[config.mk]
export PLATFORM = sky130hd
export DESIGN_NAME = pc_sequencer
export DESIGN_NICKNAME = d
export VERILOG_FILES = /design/src/rtl/pc_sequencer.sv
export SDC_FILE = /design/constraint.sdc
export NUM_CORES = 1
export LEC_CHECK = 0
export BUFFER_PORTS_ARGS = -buffer_cell sky130_fd_sc_hd__buf_2
export CORE_MARGIN = 3
export CORE_UTILIZATION = 30
export CTS_BUF_LIST = sky130_fd_sc_hd__clkbuf_4 sky130_fd_sc_hd__clkbuf_8 sky130_fd_sc_hd__clkbuf_16
export DETAILED_ROUTE_END_ITERATION = 7
export PLACE_DENSITY = 0.52
export SLEW_MARGIN = 20
export SYNTH_ARGS = -nofsm -noshare
export SYNTH_HDL_FRONTEND = slang
export SYNTH_SLANG_ARGS = --single-unit
[constraint.sdc]
create_clock -name clk -period 8.41 [get_ports clk]
set_input_delay 1.682 -clock clk [delete_from_list [all_inputs] [get_ports clk]]
set_output_delay 1.682 -clock clk [all_outputs]
set_load 0.05 [all_outputs]
[src/rtl/pc_sequencer.sv]
// Purpose : two-stage fetch/decode PC sequencer with branch/jump redirect and wrong-path squash.
// Latency : a redirect seen in decode lands on pc at the next unstalled edge (one cycle).
// Backpressure: stall high freezes pc, decodePc, FSM state and flush; nothing is dropped.
// Build option: define BRANCH_DELAY_SLOT_EN for MIPS delay-slot semantics (no squash after redirect).
module pc_sequencer #(
    parameter logic [31:0] RESET_PC = 32'h0000_0000
) (
    input  logic        clk,
    input  logic        reset,
    input  logic        stall,
    input  logic [1:0]  branch,
    input  logic        jump,
    input  logic        zero,
    input  logic [31:0] branchOffset,
    input  logic [25:0] jumpTarget,
    output logic [31:0] pc,
    output logic [31:0] decodePc,
    output logic        decodeValid,
    output logic        flush
);

    // START: nothing fetched into decode yet. RUN: decode is live.
    // FLUSH: decode holds the squashed fall-through instruction.
    typedef enum logic [1:0] {
        START = 2'd0,
        RUN   = 2'd1,
        FLUSH = 2'd2
    } state_t;

    localparam logic [1:0] BR_BEQ = 2'b01;
    localparam logic [1:0] BR_BNE = 2'b10;

    state_t      state;
    state_t      state_nxt;
    logic        flush_nxt;

    logic [31:0] slot_pc;      // address following the decode instruction
    logic [31:0] branch_tgt;
    logic [31:0] jump_tgt;
    logic [31:0] pc_nxt;
    logic        taken;
    logic        redirect;

    // Decode is live only in RUN; reset forces it low without waiting for a clock.
    assign decodeValid = (state == RUN) && !reset;

    // Redirect decision and next fetch address. Jump outranks any branch; code 11 is a no-op.
    always_comb begin
        slot_pc    = decodePc + 32'd4;
        branch_tgt = slot_pc + (branchOffset << 2);
        jump_tgt   = {slot_pc[31:28], jumpTarget, 2'b00};
        taken      = decodeValid && (((branch == BR_BEQ) && zero) ||
                                     ((branch == BR_BNE) && !zero));
        redirect   = decodeValid && (jump || taken);
        pc_nxt     = pc + 32'd4;
        if (redirect) begin
            pc_nxt = jump ? jump_tgt : branch_tgt;
        end
    end

    // Next-state logic; flush is the registered image of entering FLUSH.
    always_comb begin
        state_nxt = state;
        flush_nxt = 1'b0;
        case (state)
            START: begin
                state_nxt = RUN;
            end
            RUN: begin
`ifdef BRANCH_DELAY_SLOT_EN
                // The instruction after a branch/jump is the delay slot and always executes.
                state_nxt = RUN;
`else
                if (redirect) begin
                    state_nxt = FLUSH;
                    flush_nxt = 1'b1;
                end
`endif
            end
            FLUSH: begin
                state_nxt = RUN;
            end
            default: begin
                state_nxt = START;
            end
        endcase
    end

    // Sequencer state register; a stall holds everything, so a pending redirect simply waits.
    always_ff @(posedge clk or posedge reset) begin
        if (reset) begin
            pc       <= RESET_PC;
            decodePc <= 32'd0;
            state    <= START;
            flush    <= 1'b0;
        end else if (!stall) begin
            pc       <= pc_nxt;
            decodePc <= pc;
            state    <= state_nxt;
            flush    <= flush_nxt;
        end
    end

endmodule

==> run metrics, run 1 <==
FMAX=224 MHz; Tcrit/Tclk final=0.530; Post-Syn Area per Cell=8.44 µm²; crit start category=flip-flop; hold slack=0.481 ns; Slew Viols, Final=0; Starting DRT DRC Count=339; EDFF count, synth=0; drt total wl=19.4 mm; Hold Path Class=flip-flop to flip-flop; synthesized flop and latch total=67; DP Area=0.00637 mm²; post-cts gate resize count=0; layout net count=870; CTS tree=yes; unique cell type count in the Yosys netlist=68; Ports=131; number of antenna diodes=0; final setup TNS=0 ns; yosys warns=0; Top FF cell, synth=dfrtp_1; worst slew pin tran=0.990 ns; area of the multi-input gates=0.00369 mm²; CP Class=flip-flop to flip-flop; biggest area consumer among synthesized cells=dfrtp_1; core area=0.0177 mm²; Die Wd=142 µm; Hold-fix buffers, CTS=0; hpwl dp=14.4 mm; vias in the first global route=5,400; htree depth=3; initial antenna violation count=0; CTS Buf Count=9; final setup fails=0; gr usage total=0.192; endpoint type of the worst setup path=flip-flop; Detail Route Antenna Nets=0; pin count of the biggest net entering global routing=60; RSZ-0062 raised after global routing=false; synthesized instance count=655; max-cap viol count=0; sequential cell area fraction in the yosys report=0.303; Area Growth Syn to Fin=20.2%; layout cells sized above 1=0.245; vias=5,582; starting density of the core=0.313; Register Area=0.00168 mm²; first-pass detailed-route iteration total=6; Rel. slew slack=0.337; maximum VDD drop=204 µV; final hold vios=0; final clock skew=0.0115 ns; average wire per standard cell=19.5 µm; port bufs=128; DRC violations left=0; Lkg Pwr=0.00291 µW; ranking of synthesized cells by area=dfrtp_1 (30%), ha_1 (8.2%), mux2_2 (5.7%); CP Max Fanout=7; Syn Std Cell Area=0.00553 mm²; total clock sinks=67; Vias/cell=5.60; Post-CTS Setup Bufs=0; routability congestion estimate=0.868; clk buf depth=2; die span in y=142 µm; Yosys top cell area share=0.303; Layout fillers=1,904; first-pass GRT wire length=30.4 mm; Clock Pin Slew Worst Setup and Hold Paths=0.06 ns; die area=0.0201 mm²; Synth async-reset ratio=1.00; status=completed; Skew-Pair Late Insertion Delay=0.34 ns; GRT overflow=0; PD cells=408 mW/mm²; Root Driver=clkbuf_16; final instance area=0.00664 mm²; fin crit period=4.46 ns; Req. time, crit path=8.62 ns; Rows=48; critical path arrival=4.67 ns; register-to-register path setup slack=3.95 ns; syn nets=757
## worst max-delay path, stage by stage, from the launching register on
cell	delay [ns]
dfrtp_1	0.45
and3_1	0.20
and2_1	0.25
nand3_1	0.17
nor3_1	0.44
and3_1	0.27
nand3_1	0.10
xnor2_1	0.23
ha_1	0.34
and4_1	0.22
a221o_1	0.36
nor2b_1	0.13
nor3_1	0.49
o21ai_1	0.25
a222oi_1	0.32
nand3_1	0.10
## sequential cells by signal, indices dropped and copies added, names as in the netlist
signal    flops
decodePc     32
flush         1
pc           32
state         2
## cells by family after synthesis
kind of cell | Yosys count | synth area share
AOI/OAI and AO/OA | 202 | 0.238
xor gates and xnor gates | 46 | 0.0729
adders and majority gates | 37 | 0.0851
buffers and inverters | 45 | 0.0319
DFF | 67 | 0.303
muxes | 31 | 0.0625
and+or+nand+nor | 227 | 0.206
## metrics by stage
| stage | setup slack (ns) | util | total power, µW | std cells |
|---|---|---|---|---|
| floorplan | 3.75 | - | 1920 | 655 |
| global placement | 3.78 | 0.361 | 2340 | 982 |
| detailed placement | 3.80 | 0.361 | 2350 | 982 |
| CTS | 3.92 | 0.376 | 2730 | 996 |
| global route | 3.56 | 0.376 | 2900 | 996 |
| finish | 3.95 | 0.376 | 2710 | 996 |
## final cells by class
cell class	count	area share
Multi-Input combinational cell	543	0.555
Sequential cell	67	0.252
Timing Repair Buffer	132	0.101
Tap cell	225	0.0424
Clock buffer	12	0.0392
Inverter	15	0.00847
Clock inverter	2	0.00188
## path summary, 6_finish.rpt
path                              from           end  depth (start not counted)
min reg2reg                      flush         flush                          2
min in group asynchronous        reset         pc[0]                          2
max reg2reg                decodePc[4]        pc[31]                         15
min                              flush         flush                          2
max in group asynchronous        reset  decodePc[19]                          3
max                        decodePc[4]        pc[31]                         15
## power breakdown
group	total (µW)	switching (µW)	leakage, µW	internal [µW]
clock	361	145	0.000134	215
combinational	1670	1120	0.00198	557
sequential	678	219	0.000797	459
## synth_stat cells, drive strengths merged, types with 4 or more instances
cell type	number
and3	10
a221oi	6
nand3	39
buf	10
ha	36
nor2	44
nor3b	4
mux2	28
xnor2	33
and4	9
nor3	18
xor2	13
a21o	16
o21bai	4
nand4	17
dfrtp	67
o21a	4
o22ai	7
and2	6
a211oi	9
a221o	4
o21ai	61
o22a	4
nand2	61
a31oi	7
clkbuf	20
or3	4
a21oi	50
inv	13
## layer usage
metal,share of wire,global-route usage
met1,0.46,0.263
met2,0.46,0.306
met3,0.053,0.0364
met4,0.024,0.0641
met5,0,0
## cell usage in the layout (no fill, tap or decap), drive strengths merged, types with 6 or more instances in the layout
| master | n |
|---|---|
| dfrtp | 67 |
| nor3 | 18 |
| a21oi | 50 |
| and2 | 6 |
| a211oi | 9 |
| ha | 36 |
| and3 | 10 |
| nand2 | 61 |
| nor2 | 44 |
| a221oi | 6 |
| o21ai | 61 |
| a21o | 16 |
| xnor2 | 33 |
| o22ai | 7 |
| clkbuf | 12 |
| nand3 | 39 |
| buf | 132 |
| nand4 | 17 |
| xor2 | 13 |
| and4 | 9 |
| a31oi | 7 |
| mux2 | 28 |
| inv | 13 |
Note: power is estimated with default switching activity, not from simulation.
==> inputs of run 2 (changes only) <==
==> constraint.sdc (replaced) <==
create_clock -name clk -period 4.25 [get_ports clk]
set_input_delay 0.85 -clock clk [delete_from_list [all_inputs] [get_ports clk]]
set_output_delay 0.85 -clock clk [all_outputs]
set_load 0.05 [all_outputs]
==> run metrics, run 2 (synthesis gave the netlist of run 1 again) <==
Area Growth Syn to Fin=23.0%; average wire per standard cell=19.3 µm (-0.89%); final setup TNS=0 ns (unchanged); commonest non-fill, non-tap cell in the layout=buf_2; maximum VDD drop=430 µV (+110%); CTS Buf Count=9 (unchanged); most frequent cells in the layout=buf_2 (128), dfrtp_1 (67), nand2_1 (61); fin crit period=3.95 ns (-0.507 ns); Slew Viols, Final=0 (unchanged); DP Area=0.00650 mm² (+2.0%); routability congestion estimate=0.912 (+5.0%); Detail Route Antenna Nets=0 (unchanged); first-pass detailed-route iteration total=5 (-1); number of antenna diodes=0 (unchanged); Die Wd=142 µm (unchanged); hpwl dp=14.7 mm (+1.8%); drt total wl=19.6 mm (+1.0%); P_sw=2970 µW (+100%); vias=5,602 (+0.36%); final setup fails=0 (unchanged); max-cap viol count=0 (unchanged); clk buf depth=2 (unchanged); die area=0.0201 mm² (unchanged); final instance area=0.00679 mm² (+2.3%); final clock skew=0.0127 ns (+0.00121 ns); switching power share of the total=0.541 (-0.00483); core area=0.0177 mm² (unchanged); vias in the first global route=5,410 (+0.19%); Tcrit/Tclk final=0.930 (+0.400); Req. time, crit path=4.47 ns (-4.15 ns); Vias/cell=5.52 (-1.5%); starting density of the core=0.313 (unchanged); Rel. slew slack=0.437 (+0.0992); critical path arrival=4.17 ns (-0.50 ns); Ports=131 (unchanged); total clock sinks=67 (unchanged); PD cells=807 mW/mm² (+98%); GRT overflow=0 (unchanged); gr usage total=0.197 (+0.00434); pin count of the biggest net entering global routing=50 (-17%); Flop pwr share=0.243 (-0.007); worst slew pin tran=0.842 ns (-0.148 ns); CP Class=flip-flop to flip-flop; RSZ-0062 raised after global routing=false; pre-CTS WS=0.311 ns (-3.49 ns); Skew-Pair Late Insertion Delay=0.35 ns (about the same); layout net count=887 (+2.0%); crit start category=flip-flop; Hold Path Class=flip-flop to flip-flop; layout cells sized above 1=0.265 (+0.0194); initial antenna violation count=0 (unchanged); Post-CTS Setup Bufs=0 (unchanged); Root Driver=clkbuf_16; Final Worst Setup Slack=0.297 ns (-3.65 ns); die span in y=142 µm (unchanged); CTS tree=yes; Rows=48 (unchanged); Lkg Pwr=0.00301 µW (+3.5%); FMAX=253 MHz (+13%); DRC violations left=0 (unchanged); Clock Power Share=0.141 (+0.008); Int Power=2520 µW (+100%); Regs by FF count=decodePc (32), pc (32), state (2); first-pass GRT wire length=30.7 mm (+0.98%); status=completed; Layout fillers=1,863 (-2.2%); htree depth=3 (unchanged); Clock Pin Slew Worst Setup and Hold Paths=0.06 ns (about the same); placed insts=999 (+1.7%); port bufs=128 (unchanged); CP Max Fanout=6 (-1); endpoint type of the worst setup path=flip-flop; Starting DRT DRC Count=366 (+8.0%); Comb pwr share=0.617 (about the same); fin cells=1,015 (+1.9%); final hold vios=0 (unchanged)
-- run 2: cell count changes in the layout (fill, tap and decap cells not counted), sizes merged --
cell      change
bufinv        +1
clkinv        +4
clkinvlp      -1
clkbuf        -2
buf          +17
-- run 2: path summary, 6_finish.rpt --
| kind | slack, ns | from | cells after the start | end |
|---|---|---|---|---|
| worst max-delay path | 0.30 | decodePc[8] | 15 | pc[31] |
| worst min-delay path | 0.49 | flush | 2 | flush |
| worst max register to register | 0.30 | decodePc[8] | 15 | pc[31] |
| worst min register to register | 0.49 | flush | 2 | flush |
| max in group asynchronous | 2.90 | reset | 3 | pc[12] |
| min in group asynchronous | 0.56 | reset | 2 | decodePc[8] |
-- run 2: what timing repair did --
action | in CTS | in global routing
hold buffers | 0 | 0
endpoints found under the setup margin | 0 | 1
gates resized for setup | 0 | 1
-- run 2: metal layers --
metal | track usage | vias to the layer above | part of all wire
met4 | 0.0672 | 0 | 0.024
met3 | 0.0327 | 32 | 0.049
met1 | 0.277 | 2699 | 0.47
li1 | - | 2712 | -
met5 | 0 | - | 0
met2 | 0.306 | 159 | 0.46
-- run 2: critical path, stage by stage (launching register included) --
cell       delay, ns
dfrtp_1         0.45
nand3_1         0.17
nor2_1          0.25
nand3_1         0.33
buf_4           0.26
nor2_1          0.19
nand4_1         0.14
xnor2_1         0.15
ha_1            0.39
nand4_1         0.18
a2111oi_0       0.47
nor3_1          0.09
buf_4           0.17
o21ai_1         0.27
mux2i_1         0.22
nand3_1         0.09
-- run 2: power by group through the flow --
stage          combinational (µW)  clock [µW]  sequential [µW]
2_1_floorplan                1650           0             2150
3_3_place_gp                 3360           0             1330
3_5_place_dp                 3360           0             1340
4_1_cts                      3380         792             1330
5_1_grt                      3650         822             1390
6_report                     3380         772             1330
-- run 2: area by class of cell --
cell class	count	area [µm²]	area share
inverter	15	56.3	0.00829
timing repair buffer	149	798	0.117
clock buffer	10	239	0.0352
tap	225	282	0.0414
clock inverter	6	55.1	0.00810
multi-input combinational	543	3690	0.543
sequential	67	1680	0.247
-- run 2: metrics by stage --
stage / total power (µW) / hold WS [ns] / utilization
CTS: 5500 / 0.496 / 0.385
global placement: 4690 / 0.474 / 0.368
detailed placement: 4690 / 0.468 / 0.368
global route: 5860 / 0.538 / 0.385
floorplan: 3800 / 0.468 / -
finish: 5480 / 0.490 / 0.385
